==> src/rtl/conv_window_sched.sv <==
// rtl/conv_window_sched.sv - sliding-window tap scheduler for a stride-1 convolution pass
module conv_window_sched #(
  parameter int IFMAP_W  = 5,
  parameter int FILTER_W = 3
) (
  input  logic       CLK,
  input  logic       RST,
  input  logic       START,
  input  logic       READY,
  output logic       ADDR_EN,
  output logic [2:0] IMAGE_idx_msel,
  output logic       ADDR_CLR,
  output logic       TAP_VALID,
  output logic       TAP_FIRST,
  output logic       TAP_LAST,
  output logic [3:0] OFMAP_IDX,
  output logic       BUSY,
  output logic       DONE
);

  localparam int OUT_W = IFMAP_W - FILTER_W + 1;
  localparam int TW    = (FILTER_W > 1) ? $clog2(FILTER_W) : 1;
  localparam int OW    = (OUT_W > 1) ? $clog2(OUT_W) : 1;
  localparam logic [TW-1:0] T_MAX = TW'(FILTER_W - 1);
  localparam logic [OW-1:0] O_MAX = OW'(OUT_W - 1);

  typedef enum logic [1:0] {
    IDLE  = 2'd0,
    RUN   = 2'd1,
    FLUSH = 2'd2,
    FIN   = 2'd3
  } state_t;

  state_t state, state_nxt;

  logic [TW-1:0] tcol, trow;
  logic [OW-1:0] ocol, orow;
  logic          fin_q;
  logic          last_tap;

  // Every counter at its maximum marks the final tap of the whole pass.
  assign last_tap = (tcol == T_MAX) && (trow == T_MAX) &&
                    (ocol == O_MAX) && (orow == O_MAX);

  // State register; fin_q mirrors "state is FIN" so DONE/ADDR_CLR come straight from a flop.
  always_ff @(posedge CLK or posedge RST) begin
    if (RST) begin
      state <= IDLE;
      fin_q <= 1'b0;
    end else begin
      state <= state_nxt;
      fin_q <= (state_nxt == FIN);
    end
  end

  // Window counters: zeroed on the way into RUN, stepped innermost-first on each accepted tap.
  always_ff @(posedge CLK or posedge RST) begin
    if (RST) begin
      tcol <= '0;
      trow <= '0;
      ocol <= '0;
      orow <= '0;
    end else if (state == IDLE && START) begin
      tcol <= '0;
      trow <= '0;
      ocol <= '0;
      orow <= '0;
    end else if (state == RUN && READY) begin
      if (tcol != T_MAX) begin
        tcol <= tcol + 1'b1;
      end else begin
        tcol <= '0;
        if (trow != T_MAX) begin
          trow <= trow + 1'b1;
        end else begin
          trow <= '0;
          if (ocol != O_MAX) begin
            ocol <= ocol + 1'b1;
          end else begin
            ocol <= '0;
            orow <= (orow == O_MAX) ? '0 : orow + 1'b1;
          end
        end
      end
    end
  end

  // Next-state and tap/address-control decode; the counter is never stepped past the last tap.
  always_comb begin
    state_nxt      = state;
    TAP_VALID      = 1'b0;
    ADDR_EN        = 1'b0;
    IMAGE_idx_msel = 3'd0;
    TAP_FIRST      = 1'b0;
    TAP_LAST       = 1'b0;
    BUSY           = 1'b0;
    DONE           = fin_q;
    ADDR_CLR       = fin_q;
    OFMAP_IDX      = 4'(int'(orow) * OUT_W + int'(ocol));
    case (state)
      IDLE: begin
        if (START) state_nxt = RUN;
      end
      RUN: begin
        BUSY      = 1'b1;
        TAP_VALID = READY;
        ADDR_EN   = READY && !last_tap;
        if (READY && last_tap) state_nxt = FLUSH;
      end
      FLUSH: begin
        BUSY      = 1'b1;
        state_nxt = FIN;
      end
      FIN: begin
        state_nxt = IDLE;
      end
      default: state_nxt = IDLE;
    endcase
    TAP_FIRST = TAP_VALID && (tcol == '0) && (trow == '0);
    TAP_LAST  = TAP_VALID && (tcol == T_MAX) && (trow == T_MAX);
    if (ADDR_EN) begin
      if (tcol != T_MAX)      IMAGE_idx_msel = 3'd0;
      else if (trow != T_MAX) IMAGE_idx_msel = 3'd1;
      else if (ocol != O_MAX) IMAGE_idx_msel = 3'd2;
      else                    IMAGE_idx_msel = 3'd3;
    end
  end

endmodule

==> config.mk <==
export PLATFORM = sky130hd
export DESIGN_NAME = conv_window_sched
export DESIGN_NICKNAME = d
export VERILOG_FILES = /design/src/rtl/conv_window_sched.sv
export SDC_FILE = /design/constraint.sdc
export NUM_CORES = 1
export LEC_CHECK = 0
export ABC_AREA = 1
export ABC_CLOCK_PERIOD_IN_PS = 3010
export CAP_MARGIN = 20
export CORE_MARGIN = 10
export CORE_UTILIZATION = 49
export DETAILED_ROUTE_END_ITERATION = 6
export GPL_ROUTABILITY_DRIVEN = 0
export PLACE_DENSITY = 0.76
export SYNTH_ARGS = -nofsm -noshare
export SYNTH_HDL_FRONTEND = slang
export SYNTH_SLANG_ARGS = --single-unit
==> constraint.sdc <==
create_clock -name CLK -period 3.01 [get_ports CLK]
set_input_delay 0.7525 -clock CLK [delete_from_list [all_inputs] [get_ports CLK]]
set_output_delay 0.7525 -clock CLK [all_outputs]
set_load 0.01 [all_outputs]
-- Word level (Yosys, flattened, before mapping)
Index checks and enable logic that the tools add are counted.
Widths: inputs -> output; s select.
- multiply operators: 1
- add/subtract/negate cells: 5
- reduce and logical (&&, ||, !) cells: 20
- mux-type cells: 28
- equal/unequal tests: 14
- operator list (cell ; count):
    $mux 2 ; 23
    $eq 2x2->1 const B ; 7
    $ne 2x2->1 const B ; 6
    $logic_and 1x1->1 ; 11
    $add 2x1->2 const B ; 4
    $pmux 2 s4 ; 1
    $logic_not 2->1 ; 3
    $add 4x2->4 ; 1
    $mul 2x2->4 const B ; 1
    $mux 1 ; 4
    $reduce_and 4->1 ; 1
    $reduce_and 3->1 ; 1
    $eq 2x1->1 const B ; 1
    $reduce_and 2->1 ; 1
    $reduce_bool 2->1 ; 1
    $reduce_or 2->1 ; 1
    $logic_not 1->1 ; 1
- bits in registers: 11
- bits of input ports: 4
- logic and storage cells: 74
- output and inout bits: 14

-- Logic depth before layout (Yosys ltp)
Gate-level depths: netlist (run 1).
- depth after elaboration: 8
- mapped depth: 10
- mapped depth without buffers: 10

-- Least setup slack after synthesis (run 1)
OpenSTA, ideal clock, no wires.
- path type: register -> output
- start: reg ocol[1]
- end: out OFMAP_IDX[2]
- data required time: 2257 ps
- cell stages (with the launch flop): 6
- data arrival time: 1644 ps
- path buffers: 0
- slack: 613 ps
- cells stage by stage: dfrtp_1 -> fa_1 -> ha_1 -> inv_1 -> fa_1 -> inv_1
- longest elaborated chain between the ends: 1
- RTL lines (item ; RTL line ; source):
    start: declaration ; 37 ; logic [OW-1:0] ocol, orow;
    start signal: assignment ; 78 ; ocol <= ocol + 1'b1;
    $add 4x2->4 ; 99 ; OFMAP_IDX = 4'(int'(orow) * OUT_W + int'(ocol));
    end: declaration ; 16 ; output logic [3:0] OFMAP_IDX,
Every way passes these cells.

-- Worst setup path in the final report (run 1)
- start: in READY
- end: out TAP_FIRST
- longest elaborated chain between the ends: 3
- RTL lines (item ; RTL line ; source):
    start: declaration ; 9 ; input logic READY,
    $mux 1 ; 100 ; case (state)
    $logic_and 1x1->1 (2 in series) ; 119 ; TAP_FIRST = TAP_VALID && (tcol == '0) && (trow == '0);
    end: declaration ; 14 ; output logic TAP_FIRST,
Every way passes these cells.

==> flow_results.org, run 1 <==
** Clock tree
- Number of levels in the clock H-tree :: 1
- Counting along the longest clock path gives a buffer depth of 2.
- Clock transition at path regs :: 80 ps
- CTS placed an instance of clkbuf_4 at the clock tree root.
- Clock tree from TritonCTS :: done
- At the later pin of the worst-skew pair, clock insertion delay measures roughly 260 ps.
- TritonCTS Sinks :: 11
- TritonCTS created 3 clock buffers.

** Global routing
- Largest net degree at the start of global routing :: 12
- Antenna violations before repair :: 0
- Number of global-route vias before repair :: around 640
- After global routing, the most crowded layer is met2.
- GR met2 Demand/Resource :: 0.167
- Met3 Use GR :: 0.0251
- Total global routing overflow :: 0
- In the global route stage, met1 resource usage came out at 0.110.
- GRT Overall Usage :: 0.0939
- The first global-routing pass estimated 2760 um of wire.

** Worst setup path
- Largest fanout on the critical path :: 4
- Data required time at the worst endpoint :: 2260 ps
- Critical path class :: input pin to output pin
- Data arrival, critical path :: 2190 ps
- For the worst flop-to-flop path, the logic depth is 9.
- The worst register-to-register path begins at state[1].
- The critical path starts at READY.
- STA classifies the critical path endpoint as an output pin.
- In this run the critical register-to-register path is captured at ocol[1].
- Kind of launch point of the worst setup path :: input pin
- Reg-to-reg slack, setup :: 1460 ps

** Cells and area
- After the last flow step, the layout net total stands at 136.
- Area growth syn-to-layout :: 29.3%
- Counting the fill cells in the layout gives ~130.
- Post-layout utilization of the core :: 0.680
- The count of cells in the finished layout, fillers not included, comes to 136.
- Total area of multi-input combinational cells :: between 400 and 500 um2
- Register cell area after layout :: 275 um2
- In the final layout, the share of cells above drive strength 1 is 0.183.
- The repair_antennas step left the layout with diodes totalling 0.

** Synthesis
- The share of the Yosys chip area taken by registers is 0.340.
- The biggest area contributor in the post-synthesis netlist is dfrtp_1.
- Synthesized net count :: 111
- Number of warnings issued by yosys :: 0
- Top post-synthesis cells by area :: dfrtp_1 (34%), ha_1 (14%), inv_1 (8.8%)
- Of the post-synthesis cell area, the dominant cell type holds 0.340.
- Synth Cell Area :: 811 um2
- Number of synthesized flops with an enable pin :: 0
- In the synthesized netlist, the cells that appear most often are inv_1 (19), dfrtp_1 (11), nand2_1 (10).
- After synthesis the netlist holds a flip-flop and latch count of 11.
- Number of distinct library cell variants in the gate-level netlist after synthesis :: 25
- In the post-synthesis netlist, the cell with the most instances is inv_1.
- Syn avg cell area :: 8.45 um2
- Counting flops with an async set or reset pin after synthesis yields a share of 1.00.
- Ys flop type :: dfrtp_1
- Synthesis produced 96 cells.

** Power
- Total power for the finished layout comes to 0.809 mW.
- Switching Power :: 0.349 mW
- Share of total power in combinational logic :: 0.570
- Pleak :: 0.619 nW
- Switching power share of the total :: 0.431
- For this design the ratio of total power to cell area is 771 nW/um2.
- The share of total power dissipated in the clock network is 0.129.
- Internal power consumption :: 0.460 mW
- The worst-case IR drop observed on VDD is between 0.4 and 0.5 mV.
- The share of total power dissipated in sequential elements is 0.301.

** Die
- The floorplan has 14 rows.
- Core box area :: 1540 um2
- The floorplan step defined a die boundary enclosing 3680 um2.
- During I/O placement, the number of pins put on the boundary was 18.
- Starting density of the core :: 0.526
- From left edge to right edge, the die measures 60.7 um.
- Y dimension of the die :: between 60 and 70 um

** Routing
- Dividing the detail-routed via count by the number of cells gives 4.90.
- For this run, the detailed router's first-pass iteration total came to 4.
- For this block, the initial DRC count from the detailed router was 20.
- Post-route ant nets :: 0
- Routed Wire Length :: 1660 um
- Vias :: around 670
- DRC :: 0
- Post-DR wirelength/cell :: 12.2 um

** Worst hold path
- In this run the most critical hold path is launched from tcol[1].
- End point of the worst hold path :: tcol[1]
- The worst hold path belongs to the class flop to flop.
- Cell count of the worst hold path :: 2

** Placement
- The wire-length estimate of the detail-placed layout is 1380 um.
- Input and output buffers added on the ports amount to 16.
- After detailed placement, the design holds a cell count of 131.
- Worst setup slack before clock tree synthesis :: -47.3 ps

** Flow run
- MaxCap Viol Count :: 0

** STA
- Worst Clk Skew :: 0.669 ps
- Unrepaired setup endpoints after global routing :: no
- Based on the critical path, the design can be clocked at up to 339 MHz.
- In the post-route analysis, the smallest setup slack over all paths is 63.5 ps.
- Final hold violation count :: 0
- Dividing the final minimum period by the clock period gives 0.979.
- Setup violations remaining at the end of the flow were counted as 0.
- Final number of max-transition violations :: 0
- Post-route minimum period :: 2950 ps

** Run status
- The flow ran to the end, and the final reports show no timing, DRC or antenna violations.
[cell type report]
class | count | area share
Clock buffer | 4 | 0.0251
Inverter | 22 | 0.0811
Multi-Input combinational cell | 61 | 0.415
Sequential cell | 11 | 0.263
Tap cell | 16 | 0.0191
Timing Repair Buffer | 22 | 0.197
[metrics by stage]
| stage | TNS [ps] | hold WS [ps] | instance area (um2) |
|---|---|---|---|
| finish | 0 | 559 | 1050 |
| global route | 0 | 597 | 1050 |
| CTS | 0 | 566 | 1040 |
| detailed placement | -47.3 | 555 | 1010 |
| global placement | -11.9 | 553 | 1010 |
| floorplan | 0 | 521 | 811 |
[how the worst max path moves through the flow]
stage	end	slack, ps	cells after the start
floorplan	OFMAP_IDX[2]	610	5
global placement	IMAGE_idx_msel[0]	-10	8
finish	TAP_FIRST	60	6
global route	OFMAP_IDX[2]	0.9	6
CTS	IMAGE_idx_msel[1]	5	8
detailed placement	IMAGE_idx_msel[0]	-50	8
[registers in the layout, indices dropped and copies added (netlist names)]
name and flops:
ocol 2, orow 2, state 2, tcol 2, trow 2, ADDR_CLR 1
[power groups by stage]
stage / Clock [mW] / Combinational [mW] / Sequential [mW]
after floorplan: 0 / 0.295 / 0.241
after global placement: 0 / 0.455 / 0.246
after detailed placement: 0 / 0.462 / 0.251
after CTS: 0.106 / 0.471 / 0.244
after global routing: 0.117 / 0.525 / 0.251
final: 0.104 / 0.461 / 0.244
[critical path, stage by stage]
cell	delay (ps)
clkdlybuf4s50_1	490
nand2_2	80
inv_4	80
nand3_1	90
nor3_1	140
clkdlybuf4s50_1	560
[per-layer routing]
layer	vias up	wire length, um
met5	-	0
met1	304	707
li1	344	-
met3	2	107
met2	16	832
met4	0	9
[what timing repair did]
action	in CTS	in global routing
hold buffers	0	0
setup buffers	1	0
setup endpoints to repair	3	2
gates resized for setup	3	2
[cell families after synthesis]
family | share of synthesized area
AOI/OAI and AO/OA | 0.0787
adders and majority gates | 0.188
buffers and inverters | 0.123
other | 0.00463
and+or+nand+nor | 0.265
DFF | 0.340
[cells in the final DEF, fill, tap and decap left out, drive strengths merged]
master,count
a31oi,1
dlymetal6s2s,2
a21oi,3
dlygate4sd2,3
o21ai,6
ha,9
nor3,1
nor3b,1
clkdlybuf4s50,11
buf,6
nand2,16
fa,2
clkbuf,4
inv,22
nand3,7
nand4,2
o31ai,1
conb,1
dfrtp,11
nor2,10
nor4,1
No activity file was read; power rests on OpenSTA's default activity.
==> run 2: changes to the inputs <==
--- a/config.mk
+++ b/config.mk
@@ -7,12 +7,12 @@
 export LEC_CHECK = 0
 export ABC_AREA = 1
 export ABC_CLOCK_PERIOD_IN_PS = 3010
-export CAP_MARGIN = 20
 export CORE_MARGIN = 10
 export CORE_UTILIZATION = 49
 export DETAILED_ROUTE_END_ITERATION = 6
 export GPL_ROUTABILITY_DRIVEN = 0
 export PLACE_DENSITY = 0.76
+export SETUP_SLACK_MARGIN = 0.02
 export SYNTH_ARGS = -nofsm -noshare
 export SYNTH_HDL_FRONTEND = slang
 export SYNTH_SLANG_ARGS = --single-unit
==> flow_results.org, run 2 (synthesis results as in run 1) <==
** Run status
- The flow ran to the end, and the final reports show no timing, DRC or antenna violations.

** Placement
- Total half-perimeter wirelength after legalization and detailed placement :: 1380 um (unchanged)
- The setup slack after placement was -47.3 ps (unchanged).
- Count of buffers inserted at the top-level ports :: 16 (unchanged)

** Die
- Core box area :: 1540 um2 (unchanged)
- The vertical die dimension came to 60.7 um (unchanged).
- Number of core rows :: 14 (unchanged)
- The area enclosed by the die boundary is 3680 um2 (unchanged).
- The die extent in x was 60.7 um (unchanged).
- The starting utilization of the core area was 0.526 (unchanged).
- The top-level port count is 18 (unchanged).

** Worst setup path
- Worst R2R End :: ocol[1]
- The maximum single-stage delay on the critical path was 550 ps (about the same).
- Critical path class :: flop to output pin
- Data arrival, critical path :: 2130 ps (-60 ps)
- Kind of launch point of the worst setup path :: flop
- In this run the critical register-to-register path is launched from state[1].
- In this design, the largest share of critical-path delay is due to adder cells.
- Bufs and invs on worst path :: 3 (unchanged)
- The most critical setup path has its endpoint at OFMAP_IDX[2].
- The most critical setup path has its startpoint at ocol[1].
- The worst-path maximum fanout came to 2 (-2).
- Crit end category :: output pin
- The number of stages on the worst setup path was 6 (unchanged).
- The reg-to-reg setup timing slack came to 1450 ps (about the same).
- The signal on the critical path passes through fa_1, ha_1, inv_1, fa_1, inv_1, clkdlybuf4s15_1.
- The length in cells of the worst reg-to-reg path came to 9 (unchanged).
- CP max stage cell :: fa_1
- Data required time at the worst endpoint :: 2260 ps (about the same)

** STA
- Maximum clock frequency :: 347 MHz (+2.1%)
- The worst hold slack is 559 ps (-0.0160 ps).
- Unrepaired setup endpoints after global routing :: no
- The final critical-path setup slack was 125 ps (+61.2 ps).
- The part of the cycle the worst path needs was 0.959 (-0.0203).
- The final setup skew came to 1.68 ps (+1.01 ps).
- The final critical delay including setup and external delays came to 2890 ps (-61.2 ps).
- The number of endpoints with negative hold slack in the final report is 0 (unchanged).
- The max-slew violation count came to 0 (unchanged).
- The post-route setup TNS was 0 ps (unchanged).
- The count of endpoints failing setup in the final report is 0 (unchanged).

** Clock tree
- The worst-skew pair later-pin latency came to 260 ps (about the same).
- Number of levels in the clock H-tree :: 1 (unchanged)
- TritonCTS Sinks :: 11 (unchanged)
- TritonCTS built the clock tree.
- Number of clock buffers inserted by TritonCTS :: 3 (unchanged)
- Clock transition at path regs :: 80 ps (about the same)
- Root buffer cell :: clkbuf_4
- The maximum buffer depth of the clock tree came to 2 (unchanged).

** Power
- The total power per unit cell area was 772 nW/um2 (about the same).
- The leakage power total is 0.619 nW (+0.10%).
- The peak ir drop on the vdd network is 0.480 mV (about the same).

** Global routing
- Number of global-route vias before repair :: 639 (unchanged)
- The largest net degree at the start of global routing is 12 (unchanged).
- The first-pass GRT wire length is 2760 um (unchanged).
- Total global routing overflow :: 0 (unchanged)
- The global routing usage summed across all routing layers is 0.0939 (unchanged).
- The initial antenna violation count was 0 (unchanged).

** Routing
- Vias :: 663 (-0.45%)
- Iteration count of the initial detailed-routing pass :: 4 (unchanged)
- The remaining design rule violation count is 0 (unchanged).
- The routed length per instance is 12.2 um (unchanged).
- The via density per instance is 4.88 (-0.45%).
- DR iter-0 viols :: 20 (unchanged)
- Post-route ant nets :: 0 (unchanged)
- The routed wire length was 1660 um (unchanged).

** Cells and area
- Commonest non-fill, non-tap cells in the layout :: inv_1 (19), dfrtp_1 (11), nand2_1 (10), clkdlybuf4s50_1 (10), ha_1 (9)
- The synthesis-to-layout area growth is 29.3% (unchanged).
- Fin nets :: 136 (unchanged)
- Most common library cell in the layout ignoring fill and taps :: inv_1
- Antenna cells :: 0 (unchanged)
- Share of final-layout standard cells stronger than drive strength 1 :: 0.183 (unchanged)
- # fillers :: 129 (+0.78%)

** Worst hold path
- Tightest Hold Check Type :: flop to flop

** Flow run
- The max-capacitance violation count was 0 (unchanged).
-- run 2: changes by cell type in the layout (fill, tap and decap cells not counted), sizes merged --
cell,delta
clkdlybuf4s50,-1
clkdlybuf4s15,+1
-- run 2: worst min-delay path, stage by stage, from the launching register on --
cell and delay (ps):
dfrtp_1 400, nand2_1 70, a21oi_1 50
-- run 2: where the power goes --
group	total [mW]	internal (mW)	switching (mW)
logic	0.461	0.211	0.250
registers	0.244	0.198	0.0459
clock network	0.105	0.0512	0.0534
-- run 2: worst min path at each step --
stage               depth (start not counted)  slack, ps      end  startpoint
floorplan                                   1        520  ocol[1]     ocol[1]
global placement                            2        550  tcol[1]     tcol[1]
detailed placement                          2        550  tcol[1]     tcol[1]
CTS                                         2        570  tcol[1]     tcol[1]
global route                                2        600  tcol[1]     tcol[1]
finish                                      2        560  tcol[1]     tcol[1]
-- run 2: area by class of cell --
cell class	count	area [um2]	area share
flip-flops and latches	11	275	0.263
inverters	22	85.1	0.0811
multi-input cells	61	435	0.415
repair buffers	22	206	0.197
well taps	16	20.0	0.0191
clock buffers	4	26.3	0.0251
-- run 2: repair_timing --
| action | in CTS | in global routing |
|---|---|---|
| setup buffers | 1 | 0 |
| endpoints found under the setup margin | 4 | 3 |
| hold buffers | 0 | 0 |
| gates resized for setup | 4 | 3 |
| cloned | 0 | 0 |
-- run 2: through the flow --
step | power, mW | instances | area [um2] | util
2_1_floorplan | 0.536 | 96 | 811 | -
3_3_place_gp | 0.701 | 131 | 1010 | 0.657
3_5_place_dp | 0.713 | 131 | 1010 | 0.657
4_1_cts | 0.821 | 136 | 1040 | 0.676
5_1_grt | 0.894 | 136 | 1050 | 0.680
6_report | 0.810 | 136 | 1050 | 0.680
-- run 2: layer usage --
layer | vias to the layer above | part of all wire | track usage
li1 | 344 | - | -
met1 | 300 | 0.44 | 0.110
met2 | 17 | 0.50 | 0.167
met3 | 2 | 0.061 | 0.0251
met4 | 0 | 0.0054 | 0.0188
met5 | - | 0 | 0
